**src/rtl/mem_wb_forward_pipe_pkg.sv**
```systemverilog
// Shared types for the MEM/WB forwarding pipe: handshake FSM states, default widths
// and the MEM/WB stage register bundles.
package mem_wb_forward_pipe_pkg;

    localparam int DATA_W_DEF = 32;
    localparam int REG_W_DEF  = 5;

    typedef enum logic {
        IDLE = 1'b0,
        WAIT = 1'b1
    } dmem_state_t;

    typedef struct packed {
        logic [DATA_W_DEF-1:0] alu_result;
        logic [DATA_W_DEF-1:0] wdata;
        logic [REG_W_DEF-1:0]  rd;
        logic                  reg_write;
        logic                  mem_read;
        logic                  mem_write;
        logic                  mem_to_reg;
    } mem_stage_t;

    typedef struct packed {
        logic [DATA_W_DEF-1:0] wdata;
        logic [REG_W_DEF-1:0]  rd;
        logic                  reg_write;
    } wb_stage_t;

endpackage

```
**src/rtl/mem_wb_forward_pipe_dmem_handshake_fsm.sv**
```systemverilog
// Data-memory handshake: tracks an outstanding request and raises mem_stall
// in the same cycle the memory fails to answer.
module dmem_handshake_fsm
    import mem_wb_forward_pipe_pkg::*;
(
    input  logic clk,
    input  logic rst_n,
    input  logic memop,
    input  logic dmem_ready,
    output logic dmem_req,
    output logic mem_stall
);

    dmem_state_t state;

    always_ff @(posedge clk or negedge rst_n) begin
        if (!rst_n) begin
            state <= IDLE;
        end else begin
            case (state)
                IDLE: if (memop && !dmem_ready) state <= WAIT;
                WAIT: if (dmem_ready)           state <= IDLE;
                default:                        state <= IDLE;
            endcase
        end
    end

    // The stall must be seen by IF/ID/EX before the edge, so it cannot be registered.
    always_comb begin
        mem_stall = 1'b0;
        case (state)
            IDLE:    mem_stall = memop & ~dmem_ready;
            WAIT:    mem_stall = ~dmem_ready;
            default: mem_stall = 1'b0;
        endcase
    end

    assign dmem_req = memop;

endmodule

```
**src/rtl/mem_wb_forward_pipe.sv**
```systemverilog
// EX->MEM->WB pipeline registers with data-memory handshake and WB data select.
// Optional load-use hazard detection is enabled by defining LOAD_USE_STALL_EN.
module mem_wb_forward_pipe
    import mem_wb_forward_pipe_pkg::*;
#(
    parameter int DATA_W = DATA_W_DEF,
    parameter int REG_W  = REG_W_DEF
) (
    input  logic              clk,
    input  logic              rst_n,
    input  logic [DATA_W-1:0] ALUResult_ex,
    input  logic [DATA_W-1:0] MemWriteData_ex,
    input  logic [REG_W-1:0]  rdAddr_ex,
    input  logic              RegWrite_ex,
    input  logic              MemRead_ex,
    input  logic              MemWrite_ex,
    input  logic              MemtoReg_ex,
    input  logic [REG_W-1:0]  rs1Addr_id,
    input  logic [REG_W-1:0]  rs2Addr_id,
    output logic              dmem_req,
    output logic              dmem_we,
    output logic [DATA_W-1:0] dmem_addr,
    output logic [DATA_W-1:0] dmem_wdata,
    input  logic [DATA_W-1:0] dmem_rdata,
    input  logic              dmem_ready,
    output logic [DATA_W-1:0] ALUResult_mem,
    output logic [REG_W-1:0]  rdAddr_mem,
    output logic              RegWrite_mem,
    output logic [REG_W-1:0]  rdAddr_wb,
    output logic              RegWrite_wb,
    output logic [DATA_W-1:0] RegWriteData_wb,
    output logic              mem_stall,
    output logic              load_use_stall
);

    mem_stage_t mem_p0;
    wb_stage_t  wb_p1;
    logic       memop;

    assign memop = mem_p0.mem_read | mem_p0.mem_write;

    dmem_handshake_fsm u_fsm (
        .clk        (clk),
        .rst_n      (rst_n),
        .memop      (memop),
        .dmem_ready (dmem_ready),
        .dmem_req   (dmem_req),
        .mem_stall  (mem_stall)
    );

    // EX -> MEM boundary: frozen while the memory is busy
    always_ff @(posedge clk or negedge rst_n) begin
        if (!rst_n) begin
            mem_p0 <= '0;
        end else if (!mem_stall) begin
            mem_p0.alu_result <= ALUResult_ex;
            mem_p0.wdata      <= MemWriteData_ex;
            mem_p0.rd         <= rdAddr_ex;
            mem_p0.reg_write  <= RegWrite_ex;
            mem_p0.mem_read   <= MemRead_ex;
            mem_p0.mem_write  <= MemWrite_ex;
            mem_p0.mem_to_reg <= MemtoReg_ex;
        end
    end

    // MEM -> WB boundary: held during a stall so WB forwarding stays valid for the frozen EX op
    always_ff @(posedge clk or negedge rst_n) begin
        if (!rst_n) begin
            wb_p1 <= '0;
        end else if (!mem_stall) begin
            wb_p1.wdata     <= mem_p0.mem_to_reg ? dmem_rdata : mem_p0.alu_result;
            wb_p1.rd        <= mem_p0.rd;
            wb_p1.reg_write <= mem_p0.reg_write;
        end
    end

    assign dmem_we         = mem_p0.mem_write;
    assign dmem_addr       = mem_p0.alu_result;
    assign dmem_wdata      = mem_p0.wdata;
    assign ALUResult_mem   = mem_p0.alu_result;
    assign rdAddr_mem      = mem_p0.rd;
    assign RegWrite_mem    = mem_p0.reg_write;
    assign rdAddr_wb       = wb_p1.rd;
    assign RegWrite_wb     = wb_p1.reg_write;
    assign RegWriteData_wb = wb_p1.wdata;

`ifdef LOAD_USE_STALL_EN
    logic lu_hit;
    assign lu_hit = MemRead_ex & RegWrite_ex & (rdAddr_ex != '0) &
                    ((rdAddr_ex == rs1Addr_id) | (rdAddr_ex == rs2Addr_id));
    // A memory freeze already holds EX, so no extra bubble is requested then.
    assign load_use_stall = lu_hit & ~mem_stall;
`else
    logic unused_rs;
    assign unused_rs      = ^{rs1Addr_id, rs2Addr_id};
    assign load_use_stall = 1'b0;
`endif

endmodule

```
**config.mk**
```make
export PLATFORM = sky130hd
export DESIGN_NAME = mem_wb_forward_pipe
export DESIGN_NICKNAME = d
export VERILOG_FILES = /design/src/rtl/mem_wb_forward_pipe_pkg.sv /design/src/rtl/mem_wb_forward_pipe_dmem_handshake_fsm.sv /design/src/rtl/mem_wb_forward_pipe.sv
export SDC_FILE = /design/constraint.sdc
export NUM_CORES = 1
export LEC_CHECK = 0
export BUFFER_PORTS_ARGS = -buffer_cell sky130_fd_sc_hd__buf_2
export CAP_MARGIN = 5
export CORE_MARGIN = 2
export CORE_UTILIZATION = 40
export CTS_CLUSTER_DIAMETER = 100
export CTS_CLUSTER_SIZE = 20
export DETAILED_ROUTE_END_ITERATION = 10
export PLACE_DENSITY = 0.69
export REMOVE_ABC_BUFFERS = 1
export SYNTH_ARGS = -nofsm -noshare
export SYNTH_HDL_FRONTEND = slang
export SYNTH_SLANG_ARGS = --single-unit
```
**constraint.sdc**
```tcl
create_clock -name clk -period 1.75 [get_ports clk]
set_input_delay 0.35 -clock clk [delete_from_list [all_inputs] [get_ports clk]]
set_output_delay 0.35 -clock clk [all_outputs]
set_load 0.1 [all_outputs]
```
Word-level counts from Yosys, hierarchy flattened. Index checks and enable logic that the tools add are counted.

Memory bits (writable): 0. Output and inout bits: 144. Register bits: 112. Bits in latches: 0. ROM bits: 0. Memories kept: 0. Input port bits: 118.

Multipliers: 0. Bitwise operators: 4. Shift operators: 0. $lt $le $gt $ge: 0. Div/mod/pow operators: 0. Reduce and logical (&&, ||, !) cells: 2. Add/subtract/negate cells: 0. Equal/unequal tests: 0. Muxes and demuxes: 5.

Operators by type and width (number): 32-bit two-way mux (1); 1-bit case mux with 2 select lines (2); 1-bit two-way mux (2); 1-bit NOT (2); 1-bit AND (1); 1-bit logical AND (1); 1-bit zero test (1); 1-bit OR (1).

Logic depth before layout (Yosys ltp). Gate-level depths: netlist of run 1.

Depth after elaboration: 4. Gate-level depth with buffers: 5. Mapped depth without buffers: 3.

Cells and area by module. Synthesis of run 1 repeated with hierarchy kept, for this count alone.

Cells, all modules: 413. Area total of the unflattened synthesis: 5288.8 um^2.

Modules (own cells, without submodules): mem_wb_forward_pipe (area each 5246.3 um^2, cells an instance 410, instances 1); dmem_handshake_fsm (area each 42.5 um^2, cells an instance 3, instances 1).

Least setup slack after synthesis of run 1. OpenSTA, ideal clock, no wires.

Path type: register to register. Start point: register mem_p0, in the netlist dmem_we. End point: register wb_p1, in the netlist RegWriteData_wb[14]. Cell stages (with the launch flop): 6. Arrival time: 1.963 ns. Slack: -0.339 ns. Clock period less this slack: 2.089 ns. Path through: dfrtp_1 > nor3_2 > nor2_2 > buf_12 > buf_12 > mux2_4.

Cells in the longest elaborated chain, start to end: 3.

RTL lines: start, declared (line mem_wb_forward_pipe.sv:36) `mem_stage_t mem_p0;`; 1-bit OR (line mem_wb_forward_pipe.sv:40) `assign memop = mem_p0.mem_read | mem_p0.mem_write;`; 1-bit AND (line mem_wb_forward_pipe_dmem_handshake_fsm.sv:32) `IDLE: mem_stall = memop & ~dmem_ready;`; 1-bit case mux with 2 select lines (line mem_wb_forward_pipe_dmem_handshake_fsm.sv:31) `case (state)`; net mem_stall (line mem_wb_forward_pipe.sv:32) `output logic mem_stall,`; end, declared (line mem_wb_forward_pipe.sv:37) `wb_stage_t wb_p1;`.

The timed path passes the listed nets, and every way through them passes these cells. A chain may end at the register's enable or synchronous reset.

Worst setup path in the final report of run 1.
Start point: register mem_p0, in the netlist dmem_we. End point: output mem_stall.

Cells in the longest elaborated chain, start to end: 3.

RTL lines (line): 1-bit OR (mem_wb_forward_pipe.sv:40); 1-bit AND (mem_wb_forward_pipe_dmem_handshake_fsm.sv:32); 1-bit case mux with 2 select lines (mem_wb_forward_pipe_dmem_handshake_fsm.sv:31); end, declared (mem_wb_forward_pipe.sv:32).

No other way between the ends.

==> results of run 1 <==
## metal layers
layer | vias up | global-route usage | share of wire
met4 | 0 | 0.0601 | 0.018
li1 | 1508 | - | -
met2 | 136 | 0.226 | 0.49
met1 | 1617 | 0.177 | 0.42
met3 | 16 | 0.0344 | 0.065
met5 | - | 0 | 0
## how the worst min path moves through the flow
stage                      start                           end  slack [ns]  cells past startpoint
finish              rdAddr_ex[4]     rdAddr_mem[4]$_DFFE_PN0N_        0.23                      2
global route        rdAddr_ex[4]     rdAddr_mem[4]$_DFFE_PN0N_        0.22                      2
CTS                 rdAddr_ex[4]     rdAddr_mem[4]$_DFFE_PN0N_        0.21                      2
detailed placement         rst_n    dmem_wdata[13]$_DFFE_PN0N_        0.38                      2
global placement           rst_n     dmem_wdata[3]$_DFFE_PN0N_        0.37                      2
floorplan                  rst_n  ALUResult_mem[0]$_DFFE_PN0N_        0.05                      0
## cells in the mapped netlist (all sizes together)
cell / number / area, um^2
mux2: 141 / 1960
buf: 118 / 1010
dfrtp: 112 / 2800
o21ai: 4 / 20.0
inv: 2 / 7.51
conb: 1 / 3.75
nand2: 1 / 3.75
nor2: 1 / 6.26
nor3: 1 / 10.0
## kinds of logic after synthesis
group / count (synthesis)
multiplexers: 141
buffers and inverters: 120
flip-flops: 112
AO/OA/AOI/OAI: 4
AND/OR/NAND/NOR: 3
other: 1
## sequential cells by signal, indices dropped and copies added (netlist names)
name,count
dmem_we,1
u_fsm.state,1
RegWriteData_wb,32
rdAddr_wb,5
mem_p0,2
RegWrite_mem,1
rdAddr_mem,5
ALUResult_mem,32
dmem_wdata,32
RegWrite_wb,1
## repair_timing
item | CTS | global route
hold buffers | 1 | 0
hold endpoints to repair | 5 | 0
gates resized for setup | 1 | 0
pin swaps | 2 | 2
setup endpoints to repair | 1 | 1
buffers inserted | 5 | 1
## layout make-up
type / count / area [um^2]
clock inverters: 5 / 63.8
inverters: 2 / 7.51
fillers: 1279 / 7520
well taps: 184 / 230
repair buffers: 267 / 1490
flip-flops and latches: 112 / 2800
clock buffers: 10 / 239
multi-input cells: 149 / 2010
## critical path: stages (launching register included)
cell	delay (ns)
dfrtp_1	0.43
nor3_4	0.24
nor2_4	0.06
buf_12	0.14
buf_12	0.16
## metrics by stage
stage                     worst slack, ns  hold WS (ns)  instances  power, mW   util
final                              0.0275         0.229        729       11.0  0.476
after global routing              -0.0300         0.217        729       11.4  0.476
after CTS                          0.0216         0.210        728       11.1  0.476
after detailed placement            0.162         0.377        708       8.98  0.451
after global placement              0.196         0.368        708       8.93  0.451
after floorplan                     -5.19        0.0544        263       8.09      -
## power breakdown
part / switching (mW) / internal [mW] / leakage, nW
Combinational: 4.45 / 1.20 / 2.08
Sequential: 0.282 / 3.00 / 1.31
Clock: 0.930 / 1.16 / 0.146
Total: 5.66 / 5.36 / 3.54
==> results.md, run 1 <==
- Number of global-route vias before repair: 3484
- I/O Buffers: 250
- Drt wl/cell: 14.8 um
- Xor and xnor area share after synthesis: 0
- Most frequent cells in the layout: 248 x buf_2, 112 x dfrtp_1, 99 x mux2_4, 42 x mux2_2, 10 x buf_4
- CTS H-tree depth: 3
- CTS sink count: 112
- Worst EP required: 1.40 ns
- Reg2Reg Setup Slack: 0.12 ns
- Crit path DAT: 1.37 ns
- RSZ-0062 raised after global routing: yes
- CTS buffer count: 9
- FMAX: 581 MHz
- Most common cell after layout, fill and taps aside: buf_2
- Die X: 125 um
- Register area share after synthesis: 0.481
- Type of the most critical hold path: in -> reg
- Yosys warns: 0
- Syn Area/Cell: 15.3 um^2
- Min Tclk post-route: 1.72 ns
- Root Buffer: clkbuf_16
- FF-to-FF End: rdAddr_wb[0]$_DFFE_PN0N_
- Critical Path End: mem_stall
- Pleak: 3.54 nW
- Synth Area in Simple Gates: 0.00344
- Fraction of layout cells with a size suffix above 1: 0.778
- Mapped Cells: 381
- Initial antenna violation count: 0
- Crit path capture type: primary output
- Die Y-Extent: 125 um
- DP HPWL: 7910 um
- Detailed Route WL: 10800 um
- RePlAce Congestion: 0.766
- Setup TNS: 0 ns
- Reg-to-reg critical path startpoint: dmem_we$_DFFE_PN0N_
- Largest family of logic cells by synthesized area: multiplexers
- WS Path Type: reg -> out
- Pwr dens: 1610 nW/um^2
- Post-route DRC: 0
- Post-DP Area: 6490 um^2
- Worst skew pair latency: 0.34 ns
- Max-slew violations: 0
- GRT overflow: 0
- Gr usage total: 0.139
- Number of vias per cell: 4.50
- Initial Util: 0.405
- Synth Area in Compound Gates: 0.00344
- Clock Skews: 0.0129 ns
- Die area: 15500 um^2
- Clk buf depth: 2
- Final hold viol count: 0
- Antenna Nets Post-Route: 0
- CTS tree: built
- Post-synthesis register bit count: 112
- Detailed-route via count: 3277
- Startpoint Class: flip-flop
- Clk pin slew, worst setup/hold paths: 0.08 ns
- Synth-to-Final Area Change: 17.5%
- Final #Nets: 659
- Num rows: 44
- R2R cell count: 6
- # setup viols final: 0
- Post-synthesis mux area share: 0.336
- Post-route cell area: 6840 um^2
- Synth Cell Area: 5820 um^2
- Critical path peak fanout: 5
- Post-route clock period utilization: 0.984
- Post-Synth Adder-Cell Area: 0
- Core area: 14400 um^2
- Status: finished, final reports clean
- Worst IR Drop VDD: 717 uV
- Crit path from: dmem_we$_DFFE_PN0N_
- Drt first pass iters: 4
- Pin count of the biggest net entering global routing: 61
- Initial DRC Count: 109
- First-pass GRT wire length: 17700 um
- Diode count: 0
- Max_cap viols: 0
- I/O pins: 262
- Yosys cell types: 12
No activity file was read; power rests on OpenSTA's default activity.
==> run 2, diff against run 1 <==
- CORE_UTILIZATION: 40 -> 48
- PLACE_DENSITY: 0.69 -> 0.82
==> results.md, run 2 (synthesis results as in run 1) <==
- Core area: 11900 um^2 (was 14400 um^2)
- Die area: 13000 um^2 (was 15500 um^2)
- Die Y-Extent: 114 um (was 125 um)
- Status: finished, final reports clean (unchanged)
- DP HPWL: 8190 um (was 7910 um)
- Crit path cell chain: nor3_4, nor2_4, buf_4, buf_12, mux2_4 (was nor3_4, nor2_4, buf_12, buf_12)
- Crit-path max cell delay: 0.41 ns (was 0.43 ns)
- CTS H-tree depth: 3 (unchanged)
- Max_cap viols: 0 (unchanged)
- Post-route cell area: 6830 um^2 (was 6840 um^2)
- Post-DP Area: 6470 um^2 (was 6490 um^2)
- Die X: 114 um (was 125 um)
- Final hold viol count: 0 (unchanged)
- CTS sink count: 112 (unchanged)
- Crit path DAT: 1.89 ns (was 1.37 ns)
- Pwr dens: 1630 nW/um^2 (was 1610 nW/um^2)
- Initial antenna violation count: 0 (unchanged)
- Final #Nets: 663 (was 659)
- Critical path peak fanout: 22 (was 5)
- Diode count: 0 (unchanged)
- RSZ-0062 raised after global routing: yes (unchanged)
- Fraction of layout cells with a size suffix above 1: 0.778 (about the same)
- Gr usage total: 0.170 (was 0.139)
- RePlAce Congestion: 0.774 (was 0.766)
- Rel. slew slack: 0.618
- Drt wl/cell: 16.1 um (was 14.8 um)
- Setup TNS: 0 ns (unchanged)
- Post-route clock period utilization: 0.952 (was 0.984)
- Worst EP required: 1.97 ns (was 1.40 ns)
- Clock Skews: 0.00811 ns (was 0.0129 ns)
- Most common cell after layout, fill and taps aside: buf_2 (unchanged)
- Type of the most critical hold path: in -> reg (unchanged)
- Number of vias per cell: 4.67 (was 4.50)
- # setup viols final: 0 (unchanged)
- Pin count of the biggest net entering global routing: 111 (was 61)
- Worst skew pair latency: 0.34 ns (about the same)
- Root Buffer: clkbuf_16 (unchanged)
- I/O Buffers: 250 (unchanged)
- Startpoint Class: flip-flop (unchanged)
- CP max-delay cell: dfrtp_1 (unchanged)
- Top delay family on crit path: buffers and inverters (was flip-flops)
- Fillers: 965 (was 1279)
- Worst Max-Slew Pin Slew: 0.573 ns
- Antenna Nets Post-Route: 0 (unchanged)
- Hold WS: 0.234 ns (was 0.229 ns)
- Most frequent cells in the layout: 247 x buf_2, 112 x dfrtp_1, 99 x mux2_4, 42 x mux2_2, 16 x buf_4 (was 248 x buf_2, 112 x dfrtp_1, 99 x mux2_4, 42 x mux2_2, 10 x buf_4)
- GRT overflow: 0 (unchanged)
- Buffers & Inverters on Critical Path: 2 (unchanged)
- Post-route DRC: 0 (unchanged)
- I/O pins: 262 (unchanged)
- Drt first pass iters: 3 (was 4)
- Number of global-route vias before repair: 3434 (was 3484)
- FMAX: 600 MHz (was 581 MHz)
- CTS buffer count: 9 (unchanged)
- Clk buf depth: 2 (unchanged)
- Synth-to-Final Area Change: 17.3% (was 17.5%)
- Detailed-route via count: 3252 (was 3277)
- Min Tclk post-route: 1.67 ns (was 1.72 ns)
- Num rows: 40 (was 44)
- First-pass GRT wire length: 17400 um (was 17700 um)
- Clk pin slew, worst setup/hold paths: 0.07 ns (was 0.08 ns)
- Initial Util: 0.489 (was 0.405)
- WS Path Type: reg -> reg (was reg -> out)
- Detailed Route WL: 11200 um (was 10800 um)
- Initial DRC Count: 112 (was 109)
- Crit path capture type: flip-flop (was primary output)
- Max-slew violations: 0 (unchanged)
- Pleak: 3.56 nW (was 3.54 nW)
- Power Total: 11.2 mW (was 11.0 mW)
- CTS tree: built (unchanged)
- Worst IR Drop VDD: 763 uV (was 717 uV)
run 2: what timing repair did:
item                                    4_1_cts  5_1_grt
buffers inserted                              6        0
gates cloned                                  0        0
hold buffers                                  1        0
endpoints found under the setup margin        1        2
resized for setup                             1        2
pin swaps                                     2        2
endpoints found under the hold margin         2        0
run 2: path summary, 6_finish.rpt:
check                                           startpoint                               to  slack, ns  cells past startpoint
setup / recovery                       dmem_we$_DFFE_PN0N_         rdAddr_wb[3]$_DFFE_PN0N_       0.08                      5
hold / removal                         MemWriteData_ex[20]       dmem_wdata[20]$_DFFE_PN0N_       0.23                      2
setup reg to reg                       dmem_we$_DFFE_PN0N_         rdAddr_wb[3]$_DFFE_PN0N_       0.08                      5
hold reg to reg            RegWriteData_wb[16]$_DFFE_PN0N_  RegWriteData_wb[16]$_DFFE_PN0N_       0.50                      1
max in group asynchronous                            rst_n  RegWriteData_wb[23]$_DFFE_PN0N_       0.67                      3
min in group asynchronous                            rst_n    ALUResult_mem[18]$_DFFE_PN0N_       0.33                      2
run 2: per-stage QoR:
step	std cells	setup slack (ns)	util
after floorplan	263	-5.19	-
after global placement	676	0.202	0.543
after detailed placement	676	0.146	0.543
after CTS	698	0.0148	0.574
after global routing	697	-0.00222	0.574
final	697	0.0833	0.574
run 2: cell type report:
| type | instances | area [um^2] | area share |
|---|---|---|---|
| multi-input cells | 149 | 2010 | 0.295 |
| well taps | 147 | 184 | 0.0269 |
| clock buffers | 11 | 243 | 0.0355 |
| repair buffers | 271 | 1500 | 0.220 |
| inverters | 2 | 7.51 | 0.00110 |
| clock inverters | 5 | 80.1 | 0.0117 |
| flip-flops and latches | 112 | 2800 | 0.410 |
run 2: where the power goes:
group	switching (mW)	total [mW]	internal, mW
sequential	0.282	3.28	3.00
combinational	4.47	5.68	1.21
clock	0.916	2.21	1.29
total	5.67	11.2	5.50
run 2: routing by layer:
metal / global-route usage / vias up / wire, um
met3: 0.0355 / 14 / 680
met1: 0.212 / 1590 / 4620
li1: - / 1516 / -
met4: 0.0732 / 0 / 173
met5: 0 / - / 0
met2: 0.286 / 132 / 5750
==> run 3, diff against run 2 <==
- BUFFER_PORTS_ARGS: -buffer_cell sky130_fd_sc_hd__buf_2 -> -buffer_cell sky130_fd_sc_hd__buf_4
==> results.md, run 3 (synthesis results as in run 1) <==
- Detailed Route WL: 11900 um (was 11200 um)
- Fraction of layout cells with a size suffix above 1: 0.778 (about the same)
- Worst skew pair latency: 0.35 ns (was 0.34 ns)
- Power Total: 11.4 mW (was 11.2 mW)
- Crit path capture type: primary output (was flip-flop)
- # setup viols final: 0 (unchanged)
- Drt wl/cell: 17.2 um (was 16.1 um)
- Status: finished, final reports clean (unchanged)
- DP HPWL: 8660 um (was 8190 um)
- Most common cell after layout, fill and taps aside: buf_4 (was buf_2)
- Die area: 13000 um^2 (unchanged)
- First-pass GRT wire length: 18500 um (was 17400 um)
- Initial antenna violation count: 0 (unchanged)
- Max-slew violations: 0 (unchanged)
- CTS H-tree depth: 3 (unchanged)
- Finished Layout Cells: 693 (was 697)
- WS Path Type: reg -> out (was reg -> reg)
- Initial Util: 0.489 (unchanged)
- Critical path peak fanout: 5 (was 22)
- Type of the most critical hold path: in -> reg (unchanged)
- Post-Place Cells: 672 (was 676)
- FMAX: 584 MHz (was 600 MHz)
- Max_cap viols: 0 (unchanged)
- CTS buffer count: 9 (unchanged)
- Initial DRC Count: 115 (was 112)
- Pleak: 3.74 nW (was 3.56 nW)
- I/O Buffers: 250 (unchanged)
- RePlAce Congestion: 0.724 (was 0.774)
- CTS tree: built (unchanged)
- Clk buf depth: 2 (unchanged)
- CTS sink count: 112 (unchanged)
- Worst EP required: 1.40 ns (was 1.97 ns)
- Number of vias per cell: 4.76 (was 4.67)
- R2R cell count: 5 (unchanged)
- Clock Skews: 0.00953 ns (was 0.00811 ns)
- Num rows: 40 (unchanged)
- Fillers: 905 (was 965)
- Pin count of the biggest net entering global routing: 64 (was 111)
- Antenna Nets Post-Route: 0 (unchanged)
- Root Buffer: clkbuf_16 (unchanged)
- Register Area: 2800 um^2 (unchanged)
- Crit path DAT: 1.36 ns (was 1.89 ns)
- Core area: 11900 um^2 (unchanged)
- Die Y-Extent: 114 um (unchanged)
- Final hold viol count: 0 (unchanged)
- Pwr dens: 1540 nW/um^2 (was 1630 nW/um^2)
- Number of global-route vias before repair: 3529 (was 3434)
- GRT overflow: 0 (unchanged)
- I/O pins: 262 (unchanged)
- RSZ-0062 raised after global routing: yes (unchanged)
- Drt first pass iters: 4 (was 3)
- Detailed-route via count: 3296 (was 3252)
- Die X: 114 um (unchanged)
- Post-route clock period utilization: 0.979 (was 0.952)
- Area of the multi-input gates: 2030 um^2 (was 2010 um^2)
- Post-route DRC: 0 (unchanged)
- Most frequent cells in the layout: 259 x buf_4, 112 x dfrtp_1, 99 x mux2_4, 42 x mux2_2, 9 x clkbuf_16 (was 247 x buf_2, 112 x dfrtp_1, 99 x mux2_4, 42 x mux2_2, 16 x buf_4)
- Min Tclk post-route: 1.71 ns (was 1.67 ns)
- Diode count: 0 (unchanged)
- Clk pin slew, worst setup/hold paths: 0.07 ns (about the same)
- Gr usage total: 0.184 (was 0.170)
- Synth-to-Final Area Change: 27.4% (was 17.3%)
- Final #Nets: 660 (was 663)
- Startpoint Class: flip-flop (unchanged)
- Worst hold stages: 2 (unchanged)
- Worst IR Drop VDD: 779 uV (was 763 uV)
## run 3: critical path: stages (launching register included)
cell,delay [ns]
dfrtp_1,0.42
nor3_4,0.24
nor2_4,0.05
buf_12,0.14
buf_16,0.16
## run 3: worst paths after layout
| check | start | endpoint | slack [ns] |
|---|---|---|---|
| worst min-delay path | ALUResult_ex[28] | ALUResult_mem[28]$_DFFE_PN0N_ | 0.23 |
| worst max register to register | dmem_we$_DFFE_PN0N_ | RegWriteData_wb[27]$_DFFE_PN0N_ | 0.13 |
| worst max-delay path | mem_p0[2]$_DFFE_PN0N_ | mem_stall | 0.04 |
| max in group asynchronous | rst_n | rdAddr_mem[4]$_DFFE_PN0N_ | 0.87 |
| min in group asynchronous | rst_n | ALUResult_mem[1]$_DFFE_PN0N_ | 0.56 |
| worst min register to register | RegWriteData_wb[28]$_DFFE_PN0N_ | RegWriteData_wb[28]$_DFFE_PN0N_ | 0.51 |
## run 3: layout make-up
cell class / instances / area share
sequential: 112 / 0.378
timing repair buffer: 267 / 0.283
multi-input combinational: 150 / 0.273
clock buffer: 10 / 0.0322
tap: 147 / 0.0248
clock inverter: 5 / 0.00776
inverter: 2 / 0.00101
## run 3: through the flow
step	setup TNS (ns)	hold slack, ns	utilization	worst slack [ns]	instance area, um^2
after floorplan	-574.03	0.0544	-	-5.19	4810
after global placement	0	0.363	0.591	0.196	7040
after detailed placement	0	0.372	0.591	0.152	7040
after CTS	0	0.215	0.622	0.0124	7410
after global routing	-0.0173	0.212	0.623	-0.0173	7420
final	0	0.230	0.623	0.0371	7420
## run 3: timing repair
action / CTS / global route
endpoints found under the setup margin: 1 / 11
gates cloned: 1 / 0
endpoints found under the hold margin: 3 / 0
buffers inserted: 5 / 1
pin swaps: 2 / 2
hold buffers: 1 / 0
resized for setup: 4 / 2
## run 3: metal layers
metal  wire [um]  track usage
met1        4740        0.225
met3         817       0.0476
met4         219       0.0699
met2        6160        0.312
met5           0            0
## run 3: report_power, final
group	leakage [nW]	switching [mW]	total (mW)	internal (mW)
combinational	2.30	4.48	6.04	1.56
clock	0.137	0.895	2.03	1.14
sequential	1.31	0.311	3.32	3.00
total	3.75	5.69	11.4	5.71
